## src/rtl/prog_divider_chain.sv

```systemverilog
// Programmable clock-enable divider: one-cycle tick every Neff enabled cycles, optional
// square wave, and a wrapping/saturating tick counter. Optional PWM: PROG_DIVIDER_PWM_EN.
module prog_divider_chain #(
    parameter int DIV_W    = 8,
    parameter int EVT_W    = 7,
    parameter int SATURATE = 0
) (
    input  logic             clk,
    input  logic             rst_n,
    input  logic             ena,
    input  logic             clr_i,
    input  logic [DIV_W-1:0] div_i,
    input  logic             mode_i,
`ifdef PROG_DIVIDER_PWM_EN
    input  logic [DIV_W-1:0] duty_i,
    output logic             pwm_o,
`endif
    output logic             tick_o,
    output logic             wave_o,
    output logic [EVT_W-1:0] evt_cnt_o,
    output logic             evt_wrap_o
);

    logic [DIV_W-1:0] cnt;
    logic [DIV_W-1:0] div_q;
    logic [DIV_W-1:0] neff_m1;
    logic             toggle;
    logic             terminal;
    logic             evt_at_max;

    // Divisors 0 and 1 both collapse to a terminal count of 0, so no underflow.
    assign neff_m1    = (div_q < DIV_W'(2)) ? '0 : div_q - DIV_W'(1);
    assign terminal   = ena & ~clr_i & (cnt >= neff_m1);
    assign evt_at_max = (evt_cnt_o == {EVT_W{1'b1}});
    assign wave_o     = mode_i ? toggle : tick_o;

`ifdef PROG_DIVIDER_PWM_EN
    assign pwm_o = ena & (cnt < duty_i);
`endif

    always_ff @(posedge clk or negedge rst_n) begin
        if (!rst_n) begin
            cnt        <= '0;
            div_q      <= '0;
            tick_o     <= 1'b0;
            toggle     <= 1'b0;
            evt_cnt_o  <= '0;
            evt_wrap_o <= 1'b0;
        end else if (clr_i) begin
            cnt        <= '0;
            div_q      <= div_i;
            tick_o     <= 1'b0;
            toggle     <= 1'b0;
            evt_cnt_o  <= '0;
            evt_wrap_o <= 1'b0;
        end else begin
            // A new divisor is only picked up between periods or while idle.
            if (!ena || terminal || div_q == '0) begin
                div_q <= div_i;
            end

            if (ena) begin
                if (terminal) begin
                    cnt    <= '0;
                    tick_o <= 1'b1;
                    toggle <= ~toggle;
                end else begin
                    cnt    <= cnt + DIV_W'(1);
                    tick_o <= 1'b0;
                end
            end else begin
                tick_o <= 1'b0;
            end

            if (SATURATE != 0) begin
                // Sticky flag: set on the first tick that finds the counter already full.
                if (terminal) begin
                    if (evt_at_max) begin
                        evt_wrap_o <= 1'b1;
                    end else begin
                        evt_cnt_o <= evt_cnt_o + EVT_W'(1);
                    end
                end
            end else begin
                evt_wrap_o <= terminal & evt_at_max;
                if (terminal) begin
                    evt_cnt_o <= evt_cnt_o + EVT_W'(1);
                end
            end
        end
    end

endmodule

```

## config.mk

```make
export PLATFORM = sky130hd
export DESIGN_NAME = prog_divider_chain
export DESIGN_NICKNAME = d
export VERILOG_FILES = /design/src/rtl/prog_divider_chain.sv
export SDC_FILE = /design/constraint.sdc
export NUM_CORES = 1
export LEC_CHECK = 0
export ABC_AREA = 1
export CAP_MARGIN = 20
export CORE_ASPECT_RATIO = 1.75
export CORE_MARGIN = 4
export CORE_UTILIZATION = 45
export CTS_BUF_LIST = sky130_fd_sc_hd__clkbuf_16
export CTS_CLUSTER_DIAMETER = 30
export CTS_CLUSTER_SIZE = 12
export DETAILED_ROUTE_END_ITERATION = 12
export GPL_TIMING_DRIVEN = 0
export PLACE_DENSITY = 0.77
export SYNTH_ARGS = -nofsm -noshare
export SYNTH_HDL_FRONTEND = slang
export SYNTH_SLANG_ARGS = --single-unit
```

## constraint.sdc

```tcl
create_clock -name clk -period 4 [get_ports clk]
set_input_delay 0.6 -clock clk [delete_from_list [all_inputs] [get_ports clk]]
set_output_delay 0.6 -clock clk [all_outputs]
set_load 0.02 [all_outputs]
```

Word level (Yosys, flattened, before mapping)
Cells that the tools add are included.
- register bits after elaboration: 26
- bits of input ports: 13
- logic and storage cells: 41
- add/sub/neg operators: 3
- order comparisons: 2
- equal/unequal tests: 1
- multiplexer cells: 16
- bitwise gates (word level): 5
- reductions and logical operators: 8
- operators by type and width (cell ; number):
    two-way mux 8 bit ; 6
    two-way mux 7 bit ; 2
    adder 8 x 1 -> 8 bit, second input constant ; 1
    greater-or-equal comparator 8 bit ; 1
    zero test 8 bit ; 1
    less-than comparator 8 x 2 -> 1 bit, second input constant ; 1
    two-way mux 1 bit ; 8
    subtractor 8 x 1 -> 8 bit, second input constant ; 1
    adder 7 x 1 -> 7 bit, second input constant ; 1
    equality test 7 bit, second input constant ; 1
    nonzero test 2 bit ; 3
    bitwise AND 1 bit ; 3
    logical OR 1 bit ; 2
    inverter 1 bit ; 2
    AND reduction 2 bit ; 1
    zero test 1 bit ; 1

Longest topological paths before layout
- depth after elaboration: 8
- mapped depth: 19
- depth with buffers taken out: 18

Worst setup path after synthesis
Ideal clock, no wire load.
- path kind: flip-flop to flip-flop
- start point: reg div_q[6]
- end point: reg evt_cnt_o[0]
- arrival: 2.078 ns
- slack: 1.804 ns
- stages on the path, launching flop included: 18
- clock period less this slack: 2.196 ns
- cells stage by stage: dfrtp_1 > or2_1 > nor2_2 > nand3_1 > inv_1 > or2_2 > ha_1 > nand2_1 > nor2_1 > nor2_1 > nand2_2 > nand2_2 > nand2_4 > nand2_2 > buf_6 > inv_4 > nand2_1 > nand2_1
- word-level cells in the longest chain between the ends: 5
- ends and longest elaborated chain (element ; line ; RTL):
    start, declared ; 25 ; logic [DIV_W-1:0] div_q;
    start signal, assigned ; 51 ; div_q <= div_i;
    start signal, assigned ; 59 ; div_q <= div_i;
    subtractor 8 x 1 -> 8 bit or less-than comparator 8 x 2 -> 1 bit (tied branches) ; 32 ; assign neff_m1 = (div_q < DIV_W'(2)) ? '0 : div_q - DIV_W'(1);
    two-way mux 8 bit (*) ; 32 ;
    greater-or-equal comparator 8 bit (*) ; 33 ; assign terminal = ena & ~clr_i & (cnt >= neff_m1);
    bitwise AND 1 bit (*) ; 33 ;
    nonzero test 2 bit (no line) (*) ; - ;
    end signal, assigned ; 81 ; evt_cnt_o <= evt_cnt_o + EVT_W'(1);
    end signal, assigned ; 87 ; evt_cnt_o <= evt_cnt_o + EVT_W'(1);
    end, declared ; 20 ; output logic [EVT_W-1:0] evt_cnt_o,
Mark *: on every way between the ends. The rest lies on a longest branch, timed or not.
A chain may end at the register's enable or synchronous reset.

Worst setup path in the final report
- start point: reg div_q[6]
- end point: reg cnt[0]
- word-level cells in the longest chain between the ends: 7
- ends and longest elaborated chain (element ; line ; RTL):
    subtractor 8 x 1 -> 8 bit or less-than comparator 8 x 2 -> 1 bit (tied branches) ; 32 ;
    two-way mux 8 bit (*) ; 32 ;
    greater-or-equal comparator 8 bit (*) ; 33 ;
    bitwise AND 1 bit (*) ; 33 ;
    two-way mux 8 bit (*) ; 63 ; if (terminal) begin
    two-way mux 8 bit (*) ; 62 ; if (ena) begin
    two-way mux 8 bit (*) ; 49 ; end else if (clr_i) begin
    end signal, assigned ; 68 ; cnt <= cnt + DIV_W'(1);
    end, declared ; 24 ; logic [DIV_W-1:0] cnt;
Mark *: on every way between the ends. The rest lies on a longest branch, timed or not. The select of a mux whose other input is x is not followed.

==> summary.md <==
| Metric | Value |
|---|---|
| Residual DRC count | `0` |
| Vias | `1474` |
| Post-synth top area share | `38.0%` |
| Initial antenna violation count | `0` |
| Critical path depth in cells | `14` |
| Cell family with the largest share of critical-path delay | `simple AND/OR/NAND/NOR gates` |
| Final Setup Violations | `0` |
| Hold path depth | `2` |
| Max-slew violation total from the final report | `0` |
| WL/cell | `12.0 um` |
| Post-CTS Resized | `0` |
| Fin crit period | `2480 ps` |
| Worst reg-to-reg path cell count | `14` |
| Cell count after synthesis | `219` |
| Leading post-synthesis cells by cell area | `dfrtp_1 (38%), nand2_1 (13%), ha_1 (8.8%)` |
| Crit path capture type | `register` |
| Port bufs | `22` |
| Commonest non-fill, non-tap cells in the layout | `nand2_1 (60), inv_1 (27), dfrtp_1 (26)` |
| Cell taking the most area after synthesis | `dfrtp_1` |
| Max Cap Viol | `0` |
| Fill count | `339` |
| Post-Syn Nets | `244` |
| Fin crit share | `62.1%` |
| Logic pwr share | `22.3%` |
| CP max-delay cell | `dfrtp_1` |
| Later-pin clock latency in the skew report | `260 ps` |
| Clock Sinks | `26` |
| Critical path launch point type | `register` |
| Peak supply drop | `0.000271 V` |
| PwrDens | `320 mW/mm^2` |
| Post-synthesis sequential area ratio | `38.0%` |
| Max frequency | `403 MHz` |
| Yosys reg bits | `26` |
| Syn_area_per_cell | `7.82 um^2` |
| Rel. slew slack | `69.2%` |
| Busiest grt layer | `met2` |
| Max Clock Skew | `2.46 ps` |
| Detailed Routing Iterations Pass 1 | `4` |
| Switch Pwr | `0.193 mW` |
| Crit path max fanout | `10` |
| CP required | `4190 ps` |
| Routed vias/inst | `5.05` |
| Worst-path cell chain | `or2_1 -> nor2_2 -> nand3_1 -> inv_1 -> a21oi_1 -> o21ai_0 -> ha_1 -> nand2_1 -> a21oi_2 -> inv_1 -> nand2_1 -> a21oi_2 -> nand2_1 -> a21oi_1` |
| Number of global-route vias before repair | `1525` |
| Top Ports | `23` |
| Clk buf depth | `2` |
| Final Hold Vio Count | `0` |
| Overflow after GRT | `0` |
| Final ANT Viol Nets | `0` |
| GP Congestion | `0.851` |
| Post-synth cell types | `30` |
| First DRT Iteration DRCs | `25` |
| Data arrival time of the critical path | `2670 ps` |
| Status | `finished, final reports clean` |
| Cell area after synthesis | `0.00171 mm^2` |
| Setup Crit Path Kind | `reg2reg` |
| Crit path buf inv count | `2` |
| Initial Util | `46.7%` |
| Reg power frac | `44.5%` |
| Internal Power | `0.478 mW` |
| Power, Total | `0.670 mW` |
| Share of cells above drive strength 1 | `9.35%` |
| CTS HTree Levels | `1` |
| Final #Nets | `272` |
| Largest net degree at the start of global routing | `21` |
| Worst Hold Class | `reg2reg` |
| CTS buffer count | `3` |
| Diodes inserted | `0` |
| First-pass GRT wire length | `6.38 mm` |
| Final wirelength | `3.49 mm` |
| Chip width | `54.6 um` |
| Commonest non-fill, non-tap cell in the layout | `nand2_1` |
| Root Driver | `clkbuf_16` |
| Share of power burned in the clock network | `33.2%` |
| Post CTS Setup Buffer Count | `0` |
| Met3 Resource Use GR | `2.64%` |
| TritonCTS clock tree | `built` |
| Final HPWL DP | `2.70 mm` |
| Pleak | `1.07 nW` |
| Total track usage | `17.5%` |
| Core area | `0.00366 mm^2` |
| M1 GR Usage | `19.4%` |
| Post-CTS Hold Fix Bufs | `0` |
| Largest stage delay, worst path | `420 ps` |
| Slew @ Worst Pin | `461 ps` |
| Switching Share | `28.7%` |
| Setup TNS | `0 ps` |
| Row cnt | `29` |
| DIE AREA | `0.00489 mm^2` |
| RSZ-0062 raised after global routing | `no` |
| Met2 usage | `30.7%` |
| Area growth syn-to-layout | `22.4%` |
| Clock-pin slew on the worst setup and hold paths | `60 ps` |
| Cell mode on critical path | `nand2_1` |
| Synth warnings | `0` |
| Chip Height | `89.6 um` |
[final timing paths]
check,startpoint,endpoint,slack [ps]
min in group asynchronous,rst_n,div_q[4]$_DFFE_PN0P_,640
max in group asynchronous,rst_n,evt_cnt_o[2]$_DFFE_PN0P_,2920
hold reg to reg,toggle$_DFFE_PN0P_,toggle$_DFFE_PN0P_,510
hold / removal,toggle$_DFFE_PN0P_,toggle$_DFFE_PN0P_,510
setup reg to reg,div_q[6]$_DFFE_PN0P_,cnt[0]$_DFFE_PN0P_,1520
setup / recovery,div_q[6]$_DFFE_PN0P_,cnt[0]$_DFFE_PN0P_,1520
[routing by layer]
layer	vias to the layer above	routed length, um
met5	-	0
met3	9	89
met4	0	87
li1	759	-
met1	681	1400
met2	25	1920
[worst min-delay path, delay by kind of cell, from the launching register on]
kind / cells / cell delay [ps]
AND/OR/NAND/NOR: 2 / 130
flip-flops: 1 / 350
[metrics by stage]
stage                     hold WS (ps)  setup WS [ps]  area [um^2]  utilization, %  std cells
final                              508           1520         2100            57.2        292
after global routing               531           1200         2100            57.2        292
after CTS                          511           1470         2100            57.2        292
after detailed placement           495           1500         2020            55.0        288
after global placement             494           1550         1990            54.3        287
after floorplan                    304           1800         1710               -        219
[flip-flops by register name, indices dropped and copies added, names as in the netlist]
register	count
cnt	8
div_q	8
evt_cnt_o	7
evt_wrap_o	1
tick_o	1
toggle	1
[kinds of logic (layout without fill, tap and decap cells)]
| kind of cell | Yosys count | in the layout | synth area share, % |
|---|---|---|---|
| simple gates | 128 | 128 | 36.7 |
| buf+inv | 32 | 59 | 7.60 |
| fa+ha+maj | 12 | 12 | 8.77 |
| xor+xnor | 8 | 8 | 4.09 |
| flops | 26 | 26 | 38.0 |
| compound gates | 13 | 13 | 4.83 |
[cells in the mapped netlist]
cell,count
buf_6,1
nor2_2,1
a21o_1,1
nor2_4,3
nand3_4,1
nor2_1,19
xor2_1,7
a31oi_1,1
o21ai_0,3
nand4_1,16
nand2_2,5
nand2_1,60
dfrtp_1,26
or2_2,1
nand2_4,1
o21bai_1,1
inv_1,27
nand4_4,1
buf_1,1
or2_1,1
ha_1,12
inv_2,1
inv_4,1
nand3b_1,1
xnor2_1,1
a21oi_1,4
clkbuf_1,1
nand3_1,16
nor3_1,2
a21oi_2,3
[power groups by stage]
stage                     Sequential, mW  Combinational [mW]  Clock [mW]
final                              0.298               0.150       0.222
after global routing               0.301               0.178       0.235
after CTS                          0.298               0.152       0.227
after detailed placement           0.303               0.150           0
after global placement             0.303               0.144           0
after floorplan                    0.299               0.106           0
[area by class of cell]
cell class / instances / area (um^2) / share of cell area [%]
sequential: 26 / 651 / 31.0
multi-input combinational: 161 / 931 / 44.4
timing repair buffer: 23 / 248 / 11.8
inverter: 29 / 111 / 5.31
clock buffer: 3 / 75.1 / 3.58
tap: 46 / 57.6 / 2.75
clock inverter: 1 / 3.75 / 0.179
buffer: 3 / 18.8 / 0.896
No activity file was read; power rests on OpenSTA's default activity.
